## config.mk

```make
export PLATFORM = sky130hd
export DESIGN_NAME = alu_op_sequencer
export DESIGN_NICKNAME = d
export VERILOG_FILES = /design/src/rtl/alu_op_sequencer_pkg.sv /design/src/rtl/alu_op_sequencer_muldiv_iter.sv /design/src/rtl/alu_op_sequencer.sv
export SDC_FILE = /design/constraint.sdc
export NUM_CORES = 1
export LEC_CHECK = 0
export CAP_MARGIN = 20
export CORE_MARGIN = 5
export CORE_UTILIZATION = 55
export DETAILED_ROUTE_END_ITERATION = 10
export PLACE_DENSITY_LB_ADDON = 0.15
export SYNTH_ARGS = -nofsm -noshare
export SYNTH_HDL_FRONTEND = slang
export SYNTH_SLANG_ARGS = --single-unit
```

## constraint.sdc

```tcl
create_clock -name clk -period 6.7 [get_ports clk]
set_input_delay 1.675 -clock clk [delete_from_list [all_inputs] [get_ports clk]]
set_output_delay 1.675 -clock clk [all_outputs]
set_load 0.02 [all_outputs]
```

## src/rtl/alu_op_sequencer_pkg.sv

```systemverilog
// Shared constants for alu_op_sequencer: ALU op codes, FSM states, RV32I/M field values.
package alu_op_sequencer_pkg;

  localparam logic [3:0] ALU_ADD  = 4'd0;
  localparam logic [3:0] ALU_SUB  = 4'd1;
  localparam logic [3:0] ALU_SLL  = 4'd2;
  localparam logic [3:0] ALU_SLT  = 4'd3;
  localparam logic [3:0] ALU_SLTU = 4'd4;
  localparam logic [3:0] ALU_XOR  = 4'd5;
  localparam logic [3:0] ALU_SRL  = 4'd6;
  localparam logic [3:0] ALU_SRA  = 4'd7;
  localparam logic [3:0] ALU_OR   = 4'd8;
  localparam logic [3:0] ALU_AND  = 4'd9;
  localparam logic [3:0] ALU_NOP  = 4'd15;

  typedef enum logic [2:0] {ST_IDLE, ST_MUL, ST_DIV, ST_FIX, ST_DONE} state_e;

  localparam logic [6:0] OPC_OP     = 7'b0110011;
  localparam logic [6:0] OPC_OP_IMM = 7'b0010011;
  localparam logic [6:0] OPC_LOAD   = 7'b0000011;
  localparam logic [6:0] OPC_STORE  = 7'b0100011;
  localparam logic [6:0] OPC_BRANCH = 7'b1100011;
  localparam logic [6:0] OPC_JAL    = 7'b1101111;
  localparam logic [6:0] OPC_JALR   = 7'b1100111;
  localparam logic [6:0] OPC_LUI    = 7'b0110111;
  localparam logic [6:0] OPC_AUIPC  = 7'b0010111;
  localparam logic [6:0] OPC_ZERO   = 7'b0000000;

  localparam logic [6:0] F7_BASE  = 7'b0000000;
  localparam logic [6:0] F7_ALT   = 7'b0100000;
  localparam logic [6:0] M_FUNCT7 = 7'b0000001;

  localparam logic [2:0] F3_MUL    = 3'b000;
  localparam logic [2:0] F3_MULH   = 3'b001;
  localparam logic [2:0] F3_MULHSU = 3'b010;
  localparam logic [2:0] F3_MULHU  = 3'b011;
  localparam logic [2:0] F3_DIV    = 3'b100;
  localparam logic [2:0] F3_DIVU   = 3'b101;
  localparam logic [2:0] F3_REM    = 3'b110;
  localparam logic [2:0] F3_REMU   = 3'b111;

  // funct3 -> ALU op ignoring funct7 (ADD and SRL are the unmodified forms)
  function automatic logic [3:0] f3_to_alu(input logic [2:0] f3);
    case (f3)
      3'b000:  return ALU_ADD;
      3'b001:  return ALU_SLL;
      3'b010:  return ALU_SLT;
      3'b011:  return ALU_SLTU;
      3'b100:  return ALU_XOR;
      3'b101:  return ALU_SRL;
      3'b110:  return ALU_OR;
      default: return ALU_AND;
    endcase
  endfunction

endpackage

```

## src/rtl/alu_op_sequencer_muldiv_iter.sv

```systemverilog
// Iterative RV32M engine: shift-add multiply / restoring divide on magnitudes, sign fix on output.
// Divider datapath present only when ALU_SEQ_DIV_EN is defined.
module muldiv_iter
  import alu_op_sequencer_pkg::*;
#(
  parameter int XLEN  = 32,
  parameter int CNT_W = $clog2(XLEN) + 1
) (
  input  logic            clk,
  input  logic            rst_n,
  input  logic            start,
  input  logic            kill,
  input  logic [2:0]      op,
  input  logic [XLEN-1:0] a,
  input  logic [XLEN-1:0] b,
  output logic            done,
  output logic [XLEN-1:0] result
);

  localparam logic [CNT_W-1:0] CNT_LAST = CNT_W'(XLEN);

  // acc: {spare, high word (partial product / remainder), low word (multiplier / quotient)}
  logic [2*XLEN:0]  acc_reg;
  logic [XLEN-1:0]  opnd_reg;
  logic [CNT_W-1:0] cnt_reg;
  logic [2:0]       op_reg;
  logic             active_reg, neg_reg;
`ifdef ALU_SEQ_DIV_EN
  logic             rneg_reg, dz_reg;
`endif

  logic            a_neg, b_neg;
  logic [XLEN-1:0] a_mag, b_mag;
  logic [XLEN:0]   mul_sum;
  logic [2*XLEN:0] step;
  logic [2*XLEN-1:0] prod;
  logic [XLEN-1:0] mul_res;

  always_comb begin
    a_neg = a[XLEN-1] && (op == F3_MULH || op == F3_MULHSU || op == F3_DIV || op == F3_REM);
    b_neg = b[XLEN-1] && (op == F3_MULH || op == F3_DIV || op == F3_REM);
    a_mag = a_neg ? -a : a;
    b_mag = b_neg ? -b : b;
  end

`ifdef ALU_SEQ_DIV_EN
  logic [XLEN:0]   rem_sh, rem_new;
  logic            ge;
  logic [XLEN-1:0] quo, rem;
`endif

  always_comb begin
    mul_sum = {1'b0, acc_reg[2*XLEN-1:XLEN]} + (acc_reg[0] ? {1'b0, opnd_reg} : '0);
    step    = {1'b0, mul_sum, acc_reg[XLEN-1:1]};
`ifdef ALU_SEQ_DIV_EN
    rem_sh  = {acc_reg[2*XLEN-1:XLEN], acc_reg[XLEN-1]};
    ge      = rem_sh >= {1'b0, opnd_reg};
    rem_new = ge ? rem_sh - {1'b0, opnd_reg} : rem_sh;
    if (op_reg[2]) step = {1'b0, rem_new[XLEN-1:0], acc_reg[XLEN-2:0], ge};
`endif
  end

  always_comb begin
    prod    = neg_reg ? -acc_reg[2*XLEN-1:0] : acc_reg[2*XLEN-1:0];
    mul_res = (op_reg == F3_MUL) ? prod[XLEN-1:0] : prod[2*XLEN-1:XLEN];
    result  = mul_res;
`ifdef ALU_SEQ_DIV_EN
    quo = dz_reg ? '1 : (neg_reg ? -acc_reg[XLEN-1:0] : acc_reg[XLEN-1:0]);
    rem = rneg_reg ? -acc_reg[2*XLEN-1:XLEN] : acc_reg[2*XLEN-1:XLEN];
    if (op_reg[2]) result = op_reg[1] ? rem : quo;
`endif
  end

  assign done = active_reg && (cnt_reg == CNT_LAST);

  always_ff @(posedge clk or negedge rst_n) begin
    if (!rst_n) begin
      acc_reg    <= '0;
      opnd_reg   <= '0;
      cnt_reg    <= '0;
      op_reg     <= '0;
      active_reg <= 1'b0;
      neg_reg    <= 1'b0;
`ifdef ALU_SEQ_DIV_EN
      rneg_reg   <= 1'b0;
      dz_reg     <= 1'b0;
`endif
    end else if (kill) begin
      active_reg <= 1'b0;
      cnt_reg    <= '0;
    end else if (start) begin
      op_reg     <= op;
      active_reg <= 1'b1;
      cnt_reg    <= '0;
      opnd_reg   <= op[2] ? b_mag : a_mag;
      acc_reg    <= {1'b0, {XLEN{1'b0}}, (op[2] ? a_mag : b_mag)};
      neg_reg    <= a_neg ^ b_neg;
`ifdef ALU_SEQ_DIV_EN
      rneg_reg   <= a_neg;
      dz_reg     <= (b == '0);
`endif
    end else if (active_reg && cnt_reg != CNT_LAST) begin
      acc_reg <= step;
      cnt_reg <= cnt_reg + 1'b1;
    end
  end

endmodule

```

## src/rtl/alu_op_sequencer.sv

```systemverilog
// Registered, handshaked ALU op decode with an iterative RV32M engine behind it.
// ALU_SEQ_DIV_EN enables DIV/DIVU/REM/REMU; otherwise they decode as illegal.
module alu_op_sequencer
  import alu_op_sequencer_pkg::*;
#(
  parameter int XLEN  = 32,
  parameter int CNT_W = $clog2(XLEN) + 1
) (
  input  logic            clk,
  input  logic            rst_n,
  input  logic            in_valid,
  output logic            in_ready,
  input  logic [31:0]     instruction,
  input  logic [XLEN-1:0] rs1_data,
  input  logic [XLEN-1:0] rs2_data,
  input  logic            kill,
  output logic            out_valid,
  input  logic            out_ready,
  output logic [3:0]      out_alu_ctrl,
  output logic            out_is_muldiv,
  output logic [XLEN-1:0] out_result,
  output logic            out_illegal,
  output logic            busy
);

  state_e          state_reg, state_next;
  logic [6:0]      opc, f7;
  logic [2:0]      f3;
  logic [3:0]      dec_ctrl;
  logic            dec_illegal, dec_m, accept, eng_done;
  logic [XLEN-1:0] eng_result;
  logic            valid_reg, is_m_reg, illegal_reg;
  logic [3:0]      ctrl_reg;
  logic [XLEN-1:0] result_reg;

  assign opc = instruction[6:0];
  assign f3  = instruction[14:12];
  assign f7  = instruction[31:25];

  always_comb begin
    dec_ctrl    = ALU_NOP;
    dec_illegal = 1'b0;
    dec_m       = 1'b0;
    case (opc)
      OPC_OP: begin
        if (f7 == M_FUNCT7) begin
`ifdef ALU_SEQ_DIV_EN
          dec_m = 1'b1;
`else
          dec_m       = !f3[2];
          dec_illegal = f3[2];
`endif
        end else if (f7 == F7_BASE)                 dec_ctrl = f3_to_alu(f3);
        else if (f7 == F7_ALT && f3 == 3'b000)      dec_ctrl = ALU_SUB;
        else if (f7 == F7_ALT && f3 == 3'b101)      dec_ctrl = ALU_SRA;
        else                                        dec_illegal = 1'b1;
      end
      // Only the shift-immediates carry a funct7; other I-types use those bits as immediate
      OPC_OP_IMM: begin
        if (f3 == 3'b001 && f7 != F7_BASE)          dec_illegal = 1'b1;
        else if (f3 == 3'b101 && f7 == F7_ALT)      dec_ctrl = ALU_SRA;
        else if (f3 == 3'b101 && f7 != F7_BASE)     dec_illegal = 1'b1;
        else                                        dec_ctrl = f3_to_alu(f3);
      end
      OPC_LOAD, OPC_STORE, OPC_JALR, OPC_AUIPC:     dec_ctrl = ALU_ADD;
      OPC_BRANCH:                                   dec_ctrl = ALU_SUB;
      OPC_JAL, OPC_LUI, OPC_ZERO:                   dec_ctrl = ALU_NOP;
      default:                                      dec_illegal = 1'b1;
    endcase
  end

  assign in_ready = (state_reg == ST_IDLE) && (!valid_reg || out_ready);
  assign accept   = in_valid && in_ready && !kill;
  assign busy     = (state_reg != ST_IDLE);

  always_comb begin
    state_next = state_reg;
    case (state_reg)
      ST_IDLE: begin
        if (accept && dec_m) begin
`ifdef ALU_SEQ_DIV_EN
          state_next = f3[2] ? ST_DIV : ST_MUL;
`else
          state_next = ST_MUL;
`endif
        end
      end
`ifdef ALU_SEQ_DIV_EN
      ST_MUL, ST_DIV: if (eng_done) state_next = ST_FIX;
`else
      ST_MUL:         if (eng_done) state_next = ST_FIX;
`endif
      ST_FIX:         state_next = ST_DONE;
      ST_DONE:        if (out_ready) state_next = ST_IDLE;
      default:        state_next = ST_IDLE;
    endcase
    if (kill) state_next = ST_IDLE;
  end

  always_ff @(posedge clk or negedge rst_n) begin
    if (!rst_n) state_reg <= ST_IDLE;
    else        state_reg <= state_next;
  end

  // Output bundle: loaded by a base-op accept or by the FIX cycle of an M op
  always_ff @(posedge clk or negedge rst_n) begin
    if (!rst_n) begin
      valid_reg   <= 1'b0;
      ctrl_reg    <= ALU_NOP;
      is_m_reg    <= 1'b0;
      result_reg  <= '0;
      illegal_reg <= 1'b0;
    end else if (kill) begin
      valid_reg <= 1'b0;
    end else if (accept) begin
      valid_reg   <= !dec_m;
      ctrl_reg    <= dec_ctrl;
      is_m_reg    <= 1'b0;
      result_reg  <= '0;
      illegal_reg <= dec_illegal;
    end else if (state_reg == ST_FIX) begin
      valid_reg   <= 1'b1;
      ctrl_reg    <= ALU_NOP;
      is_m_reg    <= 1'b1;
      result_reg  <= eng_result;
      illegal_reg <= 1'b0;
    end else if (valid_reg && out_ready) begin
      valid_reg <= 1'b0;
    end
  end

  assign out_valid     = valid_reg;
  assign out_alu_ctrl  = ctrl_reg;
  assign out_is_muldiv = is_m_reg;
  assign out_result    = result_reg;
  assign out_illegal   = illegal_reg;

  muldiv_iter #(.XLEN(XLEN), .CNT_W(CNT_W)) u_muldiv (
    .clk    (clk),
    .rst_n  (rst_n),
    .start  (accept && dec_m),
    .kill   (kill),
    .op     (f3),
    .a      (rs1_data),
    .b      (rs2_data),
    .done   (eng_done),
    .result (eng_result)
  );

endmodule

```

* Word level (Yosys, flattened, before mapping)
Index checks and enable logic that the tools add are counted.
W data, S select, Z words.
** Cells by class
- Equality and inequality tests :: 25
- Bitwise operators :: 2
- $add $sub $neg :: 5
- Muxes and demuxes :: 50
- Reductions and logical operators :: 41
** Operators by type and width (count)
- $mux W32 :: 8
- $mux W64 :: 3
- $neg A32 Y32 :: 2
- $neg A64 Y64 :: 1
- $mux W4 :: 9
- $add A32 B32 Y33 :: 1
- $eq A7 B6 Y1 const B :: 4
- $pmux W4 S7 :: 1
- $eq A7 B7 Y1 const B :: 3
- $mux W1 :: 19
- $mux W6 :: 3
- $pmux W4 S4 :: 1
- $eq A7 B5 Y1 const B :: 2
- $logic_not A7 Y1 :: 2
- $logic_and A1 B1 Y1 :: 13
- $eq A3 B3 Y1 const B :: 4
- $mux W3 :: 4
- $pmux W3 S4 :: 1
- $eq A3 B2 Y1 const B :: 3
- $logic_not A3 Y1 :: 3
- $reduce_or A8 Y1 :: 1
- $eq A7 B1 Y1 const B :: 1
- $eq A7 B2 Y1 const B :: 1
- $reduce_bool A7 Y1 :: 1
- other kinds (17) :: 32
** Storage, ports and cells
- Register bits after elaboration :: 149
- Bits of input ports :: 101
- Word-level logic and storage cells :: 135
- Output and inout bits :: 41

* Depth between registers and ports, before layout
Gate-level depths: netlist of the first run.
- Depth in word-level cells :: 9
- Depth in mapped cells :: 12
- Gate-level depth less buffers :: 10

* Modules after synthesis
From an unflattened synthesis of the first run, not the netlist that was laid out.
** Unflattened totals
- Cell total of the unflattened synthesis :: 1429
- Area, all modules :: 11513.5 um2
** Modules (own cells, without submodules)
- muldiv_iter :: times used 1, cells an instance 1255, area each 9580.4 um2, seq. area each 2677.6 um2
- alu_op_sequencer :: times used 1, cells an instance 174, area each 1933.1 um2, seq. area each 1056.0 um2

* Least setup slack after synthesis of the first run
Ideal clock, no wire load.
- Path kind :: input-to-reg
- From :: in kill
- To :: reg u_muldiv.acc_reg[33]
- Buffers on the path :: 5
- Stages :: 11
- Setup slack :: 2751 ps
- Setup time :: 138 ps
- Arrival time :: 3812 ps
- Data required time :: 6562 ps
- Path through :: clkbuf_1 nor3_1 nand4bb_1 or4_1 clkbuf_1 a21o_1 clkbuf_1 clkbuf_1 clkbuf_1 nand2_1 o31ai_1
** On the way
- Longest elaborated chain between the ends :: 5
- Elaborated cells on any way between the ends :: 7
- Classes of those cells :: mux: 1; bitwise: 1; reduce/logical: 5
** RTL lines
- start, declared :: RTL line alu_op_sequencer.sv:16 : input logic kill,
- $logic_not A1 Y1 :: RTL line alu_op_sequencer.sv:73 : assign accept = in_valid && in_ready && !kill;
- $logic_and A1 B1 Y1 :: RTL line alu_op_sequencer.sv:73
- $logic_and A1 B1 Y1 :: RTL line alu_op_sequencer.sv:141 : .start (accept && dec_m),
- $reduce_bool A2 Y1 (no source line)
- $reduce_and A2 Y1 (no source line)
- end signal, assigned :: RTL line alu_op_sequencer_muldiv_iter.sv:96 : acc_reg <= {1'b0, {XLEN{1'b0}}, (op[2] ? a_mag : b_mag)};
- end signal, assigned :: RTL line alu_op_sequencer_muldiv_iter.sv:103 : acc_reg <= step;
- end, declared :: RTL line alu_op_sequencer_muldiv_iter.sv:23 : logic [2*XLEN:0] acc_reg;
Parallel ways exist; a longest one is shown, timed or not.
A chain may end at the register's enable or synchronous reset.

* Worst setup path in the final report of the first run
- From :: in kill
- To :: reg u_muldiv.acc_reg[62]
Same word-level chain as after synthesis.

==> results of run 1 <==
==> cell usage in the layout (no fill, tap or decap), types with 9 or more instances in the layout <==
| master | count |
|---|---|
| nor2b_1 | 10 |
| and2_1 | 45 |
| ha_1 | 37 |
| nor4_1 | 17 |
| inv_1 | 22 |
| nand3_1 | 31 |
| o41ai_1 | 16 |
| xor2_1 | 72 |
| nor2_1 | 78 |
| a31oi_1 | 11 |
| or4_1 | 18 |
| nand4_1 | 12 |
| nand2_1 | 168 |
| a22oi_1 | 25 |
| clkdlybuf4s50_1 | 125 |
| o21ai_0 | 157 |
| a21oi_1 | 81 |
| nor3_1 | 36 |
| dfrtp_1 | 144 |
| or3_1 | 17 |
| a21o_1 | 17 |
| buf_4 | 13 |
| mux2i_1 | 11 |
| nand2b_1 | 9 |
| clkbuf_16 | 17 |
| xnor2_1 | 75 |
| o31ai_1 | 38 |
==> where the power goes <==
group | leakage (nW) | switching [mW] | internal (mW)
combinational | 3.03 | 0.220 | 0.164
clock | 0.305 | 0.378 | 0.643
sequential | 2.00 | 0.0610 | 0.931
total | 5.34 | 0.659 | 1.74
==> final timing paths <==
check | startpoint | slack [ns] | endpoint | cells past startpoint
max | kill | 2.07 | u_muldiv.acc_reg[62]$_DFFE_PN0P_ | 11
min | u_muldiv.opnd_reg[24]$_DFFE_PN0P_ | 0.47 | u_muldiv.opnd_reg[24]$_DFFE_PN0P_ | 2
max reg2reg | u_muldiv.acc_reg[0]$_DFFE_PN0P_ | 2.96 | u_muldiv.acc_reg[54]$_DFFE_PN0P_ | 10
min reg2reg | u_muldiv.opnd_reg[24]$_DFFE_PN0P_ | 0.47 | u_muldiv.opnd_reg[24]$_DFFE_PN0P_ | 2
max in group asynchronous | rst_n | 4.08 | u_muldiv.neg_reg$_DFFE_PN0P_ | 2
min in group asynchronous | rst_n | 1.31 | u_muldiv.acc_reg[13]$_DFFE_PN0P_ | 1
==> cell usage after synthesis, types with 3 or more instances <==
| master | number |
|---|---|
| nand2_1 | 168 |
| o21ai_0 | 158 |
| dfrtp_1 | 145 |
| a21oi_1 | 81 |
| nor2_1 | 78 |
| xnor2_1 | 75 |
| clkbuf_1 | 74 |
| xor2_1 | 72 |
| and2_1 | 45 |
| o31ai_1 | 38 |
| ha_1 | 37 |
| nor3_1 | 36 |
| nand3_1 | 31 |
| a22oi_1 | 25 |
| inv_1 | 22 |
| or4_1 | 19 |
| a21o_1 | 18 |
| nor4_1 | 18 |
| or3_1 | 17 |
| o41ai_1 | 16 |
| nand4_1 | 12 |
| a31oi_1 | 11 |
| mux2i_1 | 11 |
| nor2b_1 | 10 |
| nand2b_1 | 9 |
| o211ai_1 | 8 |
| o221ai_1 | 8 |
| and3_1 | 7 |
| a22o_1 | 6 |
| o21a_1 | 6 |
| or2_2 | 6 |
| a211oi_1 | 5 |
| nor3b_1 | 5 |
| a21boi_0 | 4 |
| and4_1 | 4 |
| dfstp_2 | 4 |
| nand3b_1 | 4 |
| a2111oi_0 | 3 |
| a32o_1 | 3 |
| o21bai_1 | 3 |
| o22ai_1 | 3 |
| o311ai_0 | 3 |
==> metrics by stage <==
step / instance area (um^2) / instances / total power, mW / utilization [%] / hold slack, ns
after floorplan: 11100 / 1349 / 1.22 / - / 0.431
after global placement: 12500 / 1678 / 1.38 / 62.2 / 0.451
after detailed placement: 12500 / 1680 / 1.39 / 62.3 / 0.459
after CTS: 13100 / 1712 / 2.40 / 65.4 / 0.472
after global routing: 13100 / 1713 / 2.49 / 65.5 / 0.490
final: 13100 / 1713 / 2.40 / 65.5 / 0.469
==> metal layers <==
layer,wire [um],up-vias,global-route usage [%]
met1,13900,5018,37.4
li1,-,5082,-
met2,14600,339,42.7
met5,0,-,0
met3,1750,58,4.15
met4,722,0,7.71
==> cell families after synthesis <==
family / synth area share, %
fa+ha+maj: 4.36
xor+xnor: 11.6
flops: 33.7
mux: 1.20
compound gates: 23.8
buf+inv: 3.47
simple gates: 21.8
==> area by class of cell <==
| cell class | count | area [um^2] | area share (%) |
|---|---|---|---|
| clock buffer | 23 | 468 | 3.57 |
| clock inverter | 9 | 153 | 1.16 |
| inverter | 22 | 82.6 | 0.629 |
| multi-input combinational | 1100 | 6970 | 53.1 |
| sequential | 149 | 3730 | 28.5 |
| tap | 270 | 338 | 2.57 |
| timing repair buffer | 140 | 1380 | 10.5 |
==> critical path: stages <==
cell and delay [ns]:
clkdlybuf4s50_1 0.40, buf_4 0.20, nor3_1 0.36, nand4bb_1 0.15, buf_4 0.20, nor4_2 0.27, buf_4 0.36, or3_1 0.84
nor3_1 0.15, a31oi_1 0.23, nand3_1 0.09
==> impl_metrics.toml, run 1 <==
[status]
status = "complete, no violations"

[clocking]
htree_levels = 4
post_cts_buffers = 0
cts_resized = 0
ctsHoldBuffers = 0
clockBufferDepth = 2
cts_tree = "built"
root_buffer = "clkbuf_16"
cts.sinks = 149
clk_latency_ns = 0.43
clk_pin_slew_ns = 0.06
numCtsBuffers = 17

[route]
routed_via_density = 6.13
antenna_left = 0
drt_iter0_drc = 873
routed_wl_mm = 31.0
wire_per_inst_um = 18.1
dr_total_vias = 10500
route.detailed.drc = 0
drtPass1Iterations = 5

[timing]
setup_tns_ns = 0
fmax_mhz = 216
fin_crit_ns = 4.63
fin_skew_ns = 0.0133
max_slew_margin_pct = 31.8
period_share_pct = 69.1
setup_viol = 0
worstMarginPinSlew_ns = 0.997
hold_viol = 0
rsz0062_at_grt = "false"
report.final.slew_viol_count = 0
worst_slack_ns = 2.07

[yosys]
ys_ff_latch = 149
synth_top_area_share_pct = 32.8
synthTopCellsByArea = "dfrtp_1, o21ai_0, xnor2_1"
synth_cell_type_count = 72
synth-edff-count = 0
ys.flop_type = "dfrtp_1"
yosysTopAreaCell = "dfrtp_1"
netlist_area_um2 = 11100
synth_cells = 1349
async_flop_share_pct = 100
synth_area_per_cell_um2 = 8.21
syn_nets = 1488
ys_warn_count = 0
ys_seq_area_share_pct = 33.7

[placed_design]
hpwl_mm = 23.3
post-place-ws_ns = 1.71
port_buffers = 126
gp_congestion = 0.906

[global_routing]
antenna_found_initial = 0
grt_overflow_total = 0
grt_usage_pct = 26.5
grt_max_degree = 118
grt_pass1_vias = 9806
grt_pass1_wl_mm = 51.2

[floorplan]
io_pins = 142
start_util_pct = 55.3
dieArea_um2 = 23100
coreArea_um2 = 20000
die_w_um = 152
die_y_um = 152
rows = 52

[power]
p_per_area_nw_per_um2 = 183
ir_worst_vdd_v = 0.000178
static-leakage-power_nw = 5.34

[layout]
fillers = 1760
layout-drive-gt1-share_pct = 4.71
areaGrowthSynthToFinish_pct = 18.5
largest_register_ffs = 64
antenna_cells = 0
fin_nets = 1569

[critical_path]
critPathLaunchType = "primary input"
cp_max_fo = 28
crit_required_ns = 7.00
endpoint_kind = "flop"
path_class = "primary input to flop"
arrival_ns = 4.93

[job]
cap_violations = 0

[worst_hold_path]
min_path_type = "flop to flop"
(Power assumes the default switching activity.)
==> run 2: changes to the inputs <==
- clock period: 6.7 -> 4.4 ns (I/O delays scaled with it)
==> run 2 against run 1 <==
  * First-iteration DRC count fell by 18%
  * Global-route usage fell by 0.47 points
  * Cell count rose by 0.58%
  * Critical path type is now primary input to output pin
  * Critical endpoint is now in_ready
  * Largest cell class unchanged
==> impl_metrics.toml, run 2 (synthesis results as in run 1) <==
[status]
status = "complete, no violations"

[layout]
ff_latch_area_um2 = 3730
final_cell_mix = "nand2_1, o21ai_0, dfrtp_1, clkdlybuf4s50_1, a21oi_1"
mostFrequentLayoutCell = "nand2_1"
largest_register_ffs = 64
areaGrowthSynthToFinish_pct = 18.7
final_core_util_pct = 65.6
layout-drive-gt1-share_pct = 5.71
multiInputGateArea_um2 = 6970
fin_nets = 1580
fillers = 1789
antenna_cells = 0

[route]
route.detailed.drc = 0
drtPass1Iterations = 5
wire_per_inst_um = 18.1
drt_iter0_drc = 715
antenna_left = 0
routed_via_density = 6.04
dr_total_vias = 10400
routed_wl_mm = 31.2

[critical_path]
r2r_cells = 11
crit_required_ns = 3.30
crit_path_frequent_cell = "clkdlybuf4s50_1"
slowest_stage = "clkdlybuf4s50_1"
critPathLaunchType = "primary input"
path_class = "primary input to output pin"
crit_start = "out_ready"
worst_path_dominant_cell_family = "buffers and inverters"
crit_cells = 4
arrival_ns = 2.41
endpoint_kind = "output pin"
slowest_delay_ns = 0.62
r2r_start = "u_muldiv.acc_reg[0]$_DFFE_PN0P_"
rrSetupSlack_ns = 0.98
cp-endpoint = "in_ready"
cp_max_fo = 3
r2r-end = "u_muldiv.acc_reg[61]$_DFFE_PN0P_"
critPathBufInv = 2
cp_cell_sequence = "clkdlybuf4s50_1, nor2b_1, nor2_1, clkdlybuf4s50_1"

[power]
swShare_pct = 29.7
p_per_area_nw_per_um2 = 265
static-leakage-power_nw = 5.35
combPwrFrac_pct = 16.8
p_clk_share_pct = 39.7
switchingPower_mw = 1.03
ir_worst_vdd_v = 0.000267
power.internal_mw = 2.45
pwr-share-seq_pct = 43.4

[timing]
max_slew_margin_pct = 30.4
period_share_pct = 79.8
worstMarginPinSlew_ns = 1.04
report.final.slew_viol_count = 0
fin_crit_ns = 3.51
worst_slack_ns = 0.887
fin_skew_ns = 0.0114
fmax_mhz = 285
rsz0062_at_grt = "false"
hold_viol = 0
setup_viol = 0
setup_tns_ns = 0

[global_routing]
grt_usage_pct = 26.1
grt_pass1_vias = 9674
grt_max_degree = 118
grt_pass1_wl_mm = 50.0
grt_overflow_total = 0
antenna_found_initial = 0

[clocking]
cts.sinks = 149
cts_tree = "built"
cts_resized = 0
numCtsBuffers = 17
ctsHoldBuffers = 0
clockBufferDepth = 2
clk_pin_slew_ns = 0.06
clk_latency_ns = 0.43
root_buffer = "clkbuf_16"
htree_levels = 4
post_cts_buffers = 0

[floorplan]
rows = 52
io_pins = 142
start_util_pct = 55.3
die_w_um = 152
dieArea_um2 = 23100
die_y_um = 152
coreArea_um2 = 20000

[placed_design]
hpwl_mm = 23.9
port_buffers = 126
gp_congestion = 0.954
post-place-ws_ns = 0.462

[job]
cap_violations = 0

[worst_hold_path]
min_path_type = "flop to flop"
-- run 2: changes by cell type in the layout (fill, tap and decap cells not counted), sizes merged --
cell / delta
clkbuf: -5
inv: +4
clkinvlp: +4
bufinv: -3
buf: +10
-- run 2: worst reg2reg max path, stage by stage, from the launching register on --
cell and delay (ns):
dfrtp_1 0.58, and2_1 0.25, ha_1 0.22, fa_1 0.42, a21oi_1 0.29, o211ai_1 0.19, a32oi_1 0.29, o311ai_0 0.18
buf_4 0.18, o31ai_1 0.38, xnor2_1 0.12, a22o_1 0.20
-- run 2: stage by stage --
stage / instances / instance area [um^2] / power (mW) / hold WS (ns)
floorplan: 1349 / 11100 / 1.86 / 0.431
global placement: 1691 / 12600 / 2.10 / 0.444
global route: 1723 / 13100 / 3.63 / 0.491
detailed placement: 1691 / 12600 / 2.11 / 0.456
CTS: 1722 / 13100 / 3.49 / 0.470
finish: 1723 / 13100 / 3.48 / 0.469
-- run 2: final cells by class --
class,instances,area share [%]
tap,270,2.57
inverter,22,0.628
clock inverter,14,0.971
clock buffer,17,3.24
sequential,149,28.4
multi-input combinational,1100,53.1
timing repair buffer,151,11.1
-- run 2: worst min-delay path by stage --
stage                                      start                                 to  depth (start not counted)
2_1_floorplan  u_muldiv.opnd_reg[31]$_DFFE_PN0P_  u_muldiv.opnd_reg[31]$_DFFE_PN0P_                          2
3_3_place_gp   u_muldiv.opnd_reg[31]$_DFFE_PN0P_  u_muldiv.opnd_reg[31]$_DFFE_PN0P_                          2
3_5_place_dp   u_muldiv.opnd_reg[31]$_DFFE_PN0P_  u_muldiv.opnd_reg[31]$_DFFE_PN0P_                          2
4_1_cts        u_muldiv.opnd_reg[31]$_DFFE_PN0P_  u_muldiv.opnd_reg[31]$_DFFE_PN0P_                          2
5_1_grt        u_muldiv.opnd_reg[27]$_DFFE_PN0P_  u_muldiv.opnd_reg[27]$_DFFE_PN0P_                          2
6_report       u_muldiv.opnd_reg[28]$_DFFE_PN0P_  u_muldiv.opnd_reg[28]$_DFFE_PN0P_                          2
-- run 2: metal layers --
layer	GRT usage [%]	vias to the layer above	routed length (um)
li1	-	5094	-
met2	42.9	315	14800
met4	7.71	0	683
met3	4.10	55	1750
met5	0	-	0
met1	35.8	4941	14000
-- run 2: power by group through the flow --
| stage | Combinational, mW | Sequential [mW] | Clock (mW) |
|---|---|---|---|
| after floorplan | 0.360 | 1.50 | 0 |
| after global placement | 0.572 | 1.53 | 0 |
| after detailed placement | 0.581 | 1.53 | 0 |
| after CTS | 0.584 | 1.51 | 1.40 |
| after global routing | 0.647 | 1.52 | 1.46 |
| final | 0.586 | 1.51 | 1.38 |
==> run 3: changes to the inputs <==
- clock period: 4.4 -> 3.3 ns (I/O delays scaled with it)
==> run 3 against run 2 <==
  * Wire length rose by 1.5%
  * Combinational power rose by 42%
  * Core utilization rose by 2.4 points
  * Total power rose by 41%
  * Global-route usage rose by 0.90 points
  * Cell area rose by 3.6%
  * Sequential power rose by 33%
  * Critical path type is now flop to flop
  * Largest power group is now the clock network
  * Highest routed layer unchanged
==> impl_metrics.toml, run 3 (synthesis results as in run 1) <==
[layout]
multiInputGateArea_um2 = 6980
ff_latch_area_um2 = 3730
final_cell_area_um2 = 13600
areaGrowthSynthToFinish_pct = 23.0
mostFrequentLayoutCell = "nand2_1"
largest_register_ffs = 64
fin_cells = 1768
final_cell_mix = "nand2_1, o21ai_0, dfrtp_1, clkdlybuf4s50_1, a21oi_1"
fillers = 1716
fin_nets = 1624
layout-drive-gt1-share_pct = 8.61
antenna_cells = 0
final_core_util_pct = 68.0

[floorplan]
die_w_um = 152
die_y_um = 152
rows = 52
dieArea_um2 = 23100
io_pins = 142
start_util_pct = 55.3
coreArea_um2 = 20000

[timing]
hold_viol = 0
report.final.slew_viol_count = 0
rsz0062_at_grt = "false"
setup_viol = 0
fin_crit_ns = 3.17
period_share_pct = 95.9
worstMarginPinSlew_ns = 0.676
max_slew_margin_pct = 55.0
fmax_mhz = 316
fin_skew_ns = 0.0105
setup_tns_ns = 0

[global_routing]
met1_usage_pct = 36.9
antenna_found_initial = 0
top_usage_layer = "met2"
gr-usage-met2_pct = 44.5
grt_pass1_wl_mm = 51.9
grt_usage_pct = 27.0
grt_overflow_total = 0
use_met3_pct = 4.84
grt_max_degree = 70
grt_pass1_vias = 10100

[route]
wire_per_inst_um = 17.9
drt_iter0_drc = 746
drtPass1Iterations = 5
antenna_left = 0
routed_wl_mm = 31.6
routed_via_density = 6.00
route.detailed.drc = 0
dr_total_vias = 10600

[clocking]
htree_levels = 4
post_cts_buffers = 0
clockBufferDepth = 2
cts_resized = 0
root_buffer = "clkbuf_16"
clk_pin_slew_ns = 0.06
clk_latency_ns = 0.43
cts_tree = "built"
cts.sinks = 149
ctsHoldBuffers = 0
numCtsBuffers = 17

[critical_path]
cp-endpoint = "u_muldiv.acc_reg[55]$_DFFE_PN0P_"
critPathLaunchType = "flop"
r2r_start = "u_muldiv.acc_reg[0]$_DFFE_PN0P_"
crit_start = "u_muldiv.acc_reg[0]$_DFFE_PN0P_"
endpoint_kind = "flop"
path_class = "flop to flop"
rrSetupSlack_ns = 0.13
r2r_cells = 10
arrival_ns = 3.48
cp_max_fo = 6
r2r-end = "u_muldiv.acc_reg[55]$_DFFE_PN0P_"
crit_required_ns = 3.61

[placed_design]
hpwl_mm = 24.6
dpl-instance-area_um2 = 13000
post-place-cells = 1736
port_buffers = 126
gp_congestion = 0.978

[job]
cap_violations = 0

[worst_hold_path]
min_path_type = "primary input to asynchronous set/reset pin"

[power]
p_per_area_nw_per_um2 = 361
static-leakage-power_nw = 5.63
p_total_mw = 4.91
ir_worst_vdd_v = 0.000354

[status]
status = "complete, no violations"
==> run 3: cell count changes in the layout (fill, tap and decap cells not counted), sizes merged <==
cell      previous run  this run
clkinvlp             4         3
buf                 25        70
bufinv               1         4
inv                 26        24
==> run 3: worst min path at each step <==
stage | from | end | slack, ns
after CTS | rst_n | u_muldiv.acc_reg[11]$_DFFE_PN0P_ | 0.42
after global routing | rst_n | u_muldiv.acc_reg[11]$_DFFE_PN0P_ | 0.44
after detailed placement | u_muldiv.opnd_reg[31]$_DFFE_PN0P_ | u_muldiv.opnd_reg[31]$_DFFE_PN0P_ | 0.46
after global placement | u_muldiv.opnd_reg[31]$_DFFE_PN0P_ | u_muldiv.opnd_reg[31]$_DFFE_PN0P_ | 0.45
final | rst_n | u_muldiv.acc_reg[11]$_DFFE_PN0P_ | 0.40
after floorplan | u_muldiv.opnd_reg[31]$_DFFE_PN0P_ | u_muldiv.opnd_reg[31]$_DFFE_PN0P_ | 0.43
==> run 3: layout make-up <==
type                       instances  area share, %
tap                              270           2.48
inverter                          22          0.606
clock buffer                      18           3.15
clock inverter                    14           1.49
sequential                       149           27.4
timing repair buffer             195           13.6
multi-input combinational       1100           51.3
==> run 3: routing by layer <==
metal	wire length, um	vias to the layer above
met1	14100	5031
met2	15000	345
met5	0	-
met4	647	0
met3	1850	45
li1	-	5192
==> run 3: per-stage QoR <==
step | worst slack (ns) | hold slack, ns
after floorplan | 0.201 | 0.431
after global placement | -0.0122 | 0.449
after detailed placement | -0.0469 | 0.460
after CTS | 0.134 | 0.417
after global routing | 0.0101 | 0.445
final | 0.134 | 0.395
==> run 3: critical path, stage by stage (launching register included) <==
cell and delay, ns:
dfrtp_1 0.46, and2_1 0.18, ha_1 0.23, fa_1 0.42, a21oi_1 0.28, o211ai_1 0.20
a32o_1 0.29, a21oi_1 0.22, a21oi_1 0.18, or3_1 0.34, a32o_1 0.25
==> run 3: power breakdown <==
group	switching, mW	internal, mW
clock	0.797	1.27
combinational	0.461	0.371
sequential	0.123	1.89
total	1.38	3.53
==> RTL change (flow settings as in run 3) <==
Compare `cnt_reg` against `CNT_LAST` with >= in place of ==.
--- a/src/rtl/alu_op_sequencer_muldiv_iter.sv
+++ b/src/rtl/alu_op_sequencer_muldiv_iter.sv
@@ -71,7 +71,7 @@
 `endif
   end
 
-  assign done = active_reg && (cnt_reg == CNT_LAST);
+  assign done = active_reg && (cnt_reg >= CNT_LAST);
 
   always_ff @(posedge clk or negedge rst_n) begin
     if (!rst_n) begin
Function: same outputs for any inputs over 4 cycles, from zero or initial values and one cycle with rst_n low; that may be too few to reach the edited logic, so the function may still have changed.
==> RTL change against run 3 <==
Clock skew down 0.0028 ns. Sequential share of layout area barely moved. Cell area is 0.11% lower. Setup slack better by 0.023 ns. Cell count down 0.62%. Area after synthesis shrank 2.9%. Power decreased by 1.8%. Worst hold slack worse by 0.034 ns. Maximum frequency up 0.73%. Core utilization is 2.4 points higher. Wire length down 2.9%. First-iteration DRC count up 4.2%. Sequential cell count is the same. Via count down 1.6%. Largest cell class unchanged.
==> RTL change: results (changes against run 3) <==
Routability Congestion=0.936 (-4.3%); initial antenna violation count=0 (unchanged); worst clock skew=0.00771 ns (-0.00277 ns); Leak=5.74 nW (+1.8%); most frequent cells after synthesis=nand2_1 (183), o21ai_0 (159), dfrtp_1 (145); max reg flops=64 (unchanged); sequential share of the synthesized area=34.7% (+1.0 points); CTS buffer count=17 (unchanged); worst vdd ir=0.000363 V (+2.5%); Synth Instances=1299 (-3.7%); Vias=10400 (-1.6%); Reg-to-Reg End=u_muldiv.acc_reg[63]$_DFFE_PN0P_; vias in the first global route=9907 (-1.8%); NumNets Final=1619 (-0.31%); Sw Pwr=0.00136 W (-1.7%); Via density=5.94 (-1.0%); H-tree depth=4 (unchanged); CP Max Fanout=11 (+5); WL final=30.7 mm (-2.9%); relative max-transition margin=53.2% (-1.8 points); Internal=0.00347 W (-1.8%); dpl ws=-0.264 ns (-0.217 ns); n_diodes=0 (unchanged); HPWL after detailed placement=23.5 mm (-4.3%); Distinct cells, synth=69 (-4.2%); worst reg2reg path depth=12 (+2); largest net degree at the start of global routing=70 (unchanged); gr usage total=28.0% (+1.0 points); internal reg-to-reg setup slack=0.16 ns (+0.02 ns); first-pass GRT wire length=50.6 mm (-2.4%); Placed Area=13000 sq um (about the same); Worst-Skew Late Latency=0.43 ns (about the same); Synth area leaders=dfrtp_1 (34%), xor2_1 (8.3%), o21ai_0 (7.4%); Detailed Route Iter0 Violations=777 (+4.2%); Syn Nets=1438 (-3.4%); outcome=complete, no violations; placed cells=1726 (-0.58%); clock power share=41.5% (-0.6 points); number of port buffers=126 (unchanged); comb pwr=0.000833 W (about the same); layout cells sized above 1=11.9% (+3.3 points); final period utilization=95.3% (-0.70 points); critical path arrival=3.45 ns (-0.03 ns)
[RTL change: cell families after synthesis]
| family | after synthesis | share of synthesized area, % |
|---|---|---|
| AND/OR/NAND/NOR | 465 | 21.5 |
| AO/OA/AOI/OAI | 396 | 22.9 |
| XOR/XNOR | 149 | 12.1 |
| flip-flops | 149 | 34.7 |
| buffers and inverters | 91 | 3.20 |
| adder cells (fa/ha/maj) | 38 | 4.49 |
| multiplexers | 11 | 1.02 |
[RTL change: what timing repair did]
action                                  4_1_cts  5_1_grt
gates resized for setup                       0        7
endpoints found under the setup margin        0        7
hold buffers                                  0        0
[RTL change: worst max-delay path, stage by stage (launching register included)]
cell     delay, ns
dfrtp_1       0.40
buf_4         0.18
and2_1        0.17
fa_1          0.42
a21oi_1       0.23
o21ai_0       0.22
a21oi_2       0.27
o31a_1        0.20
o31ai_1       0.09
buf_4         0.16
a31oi_1       0.31
o21ai_0       0.15
a22o_1        0.22
[RTL change: layout make-up]
| cell class | count | area [sq um] |
|---|---|---|
| fillers | 1562 | 5730 |
| well taps | 265 | 332 |
| multi-input cells | 1059 | 6720 |
| repair buffers | 236 | 2160 |
| inverters | 17 | 63.8 |
| clock inverters | 11 | 154 |
| flip-flops and latches | 149 | 3730 |
| clock buffers | 20 | 437 |
[RTL change: metal layers]
layer	vias up	wire length (microns)	track usage, %
met2	349	14400	45.6
li1	5037	-	-
met1	5020	13900	39.3
met5	-	0	0
met4	0	349	5.26
met3	35	2030	5.51
[RTL change: stage by stage]
step / util, % / hold slack (ns)
after floorplan: - / 0.431
after global placement: 67.1 / 0.453
after detailed placement: 67.1 / 0.465
after CTS: 70.2 / 0.391
after global routing: 70.4 / 0.402
final: 70.4 / 0.361
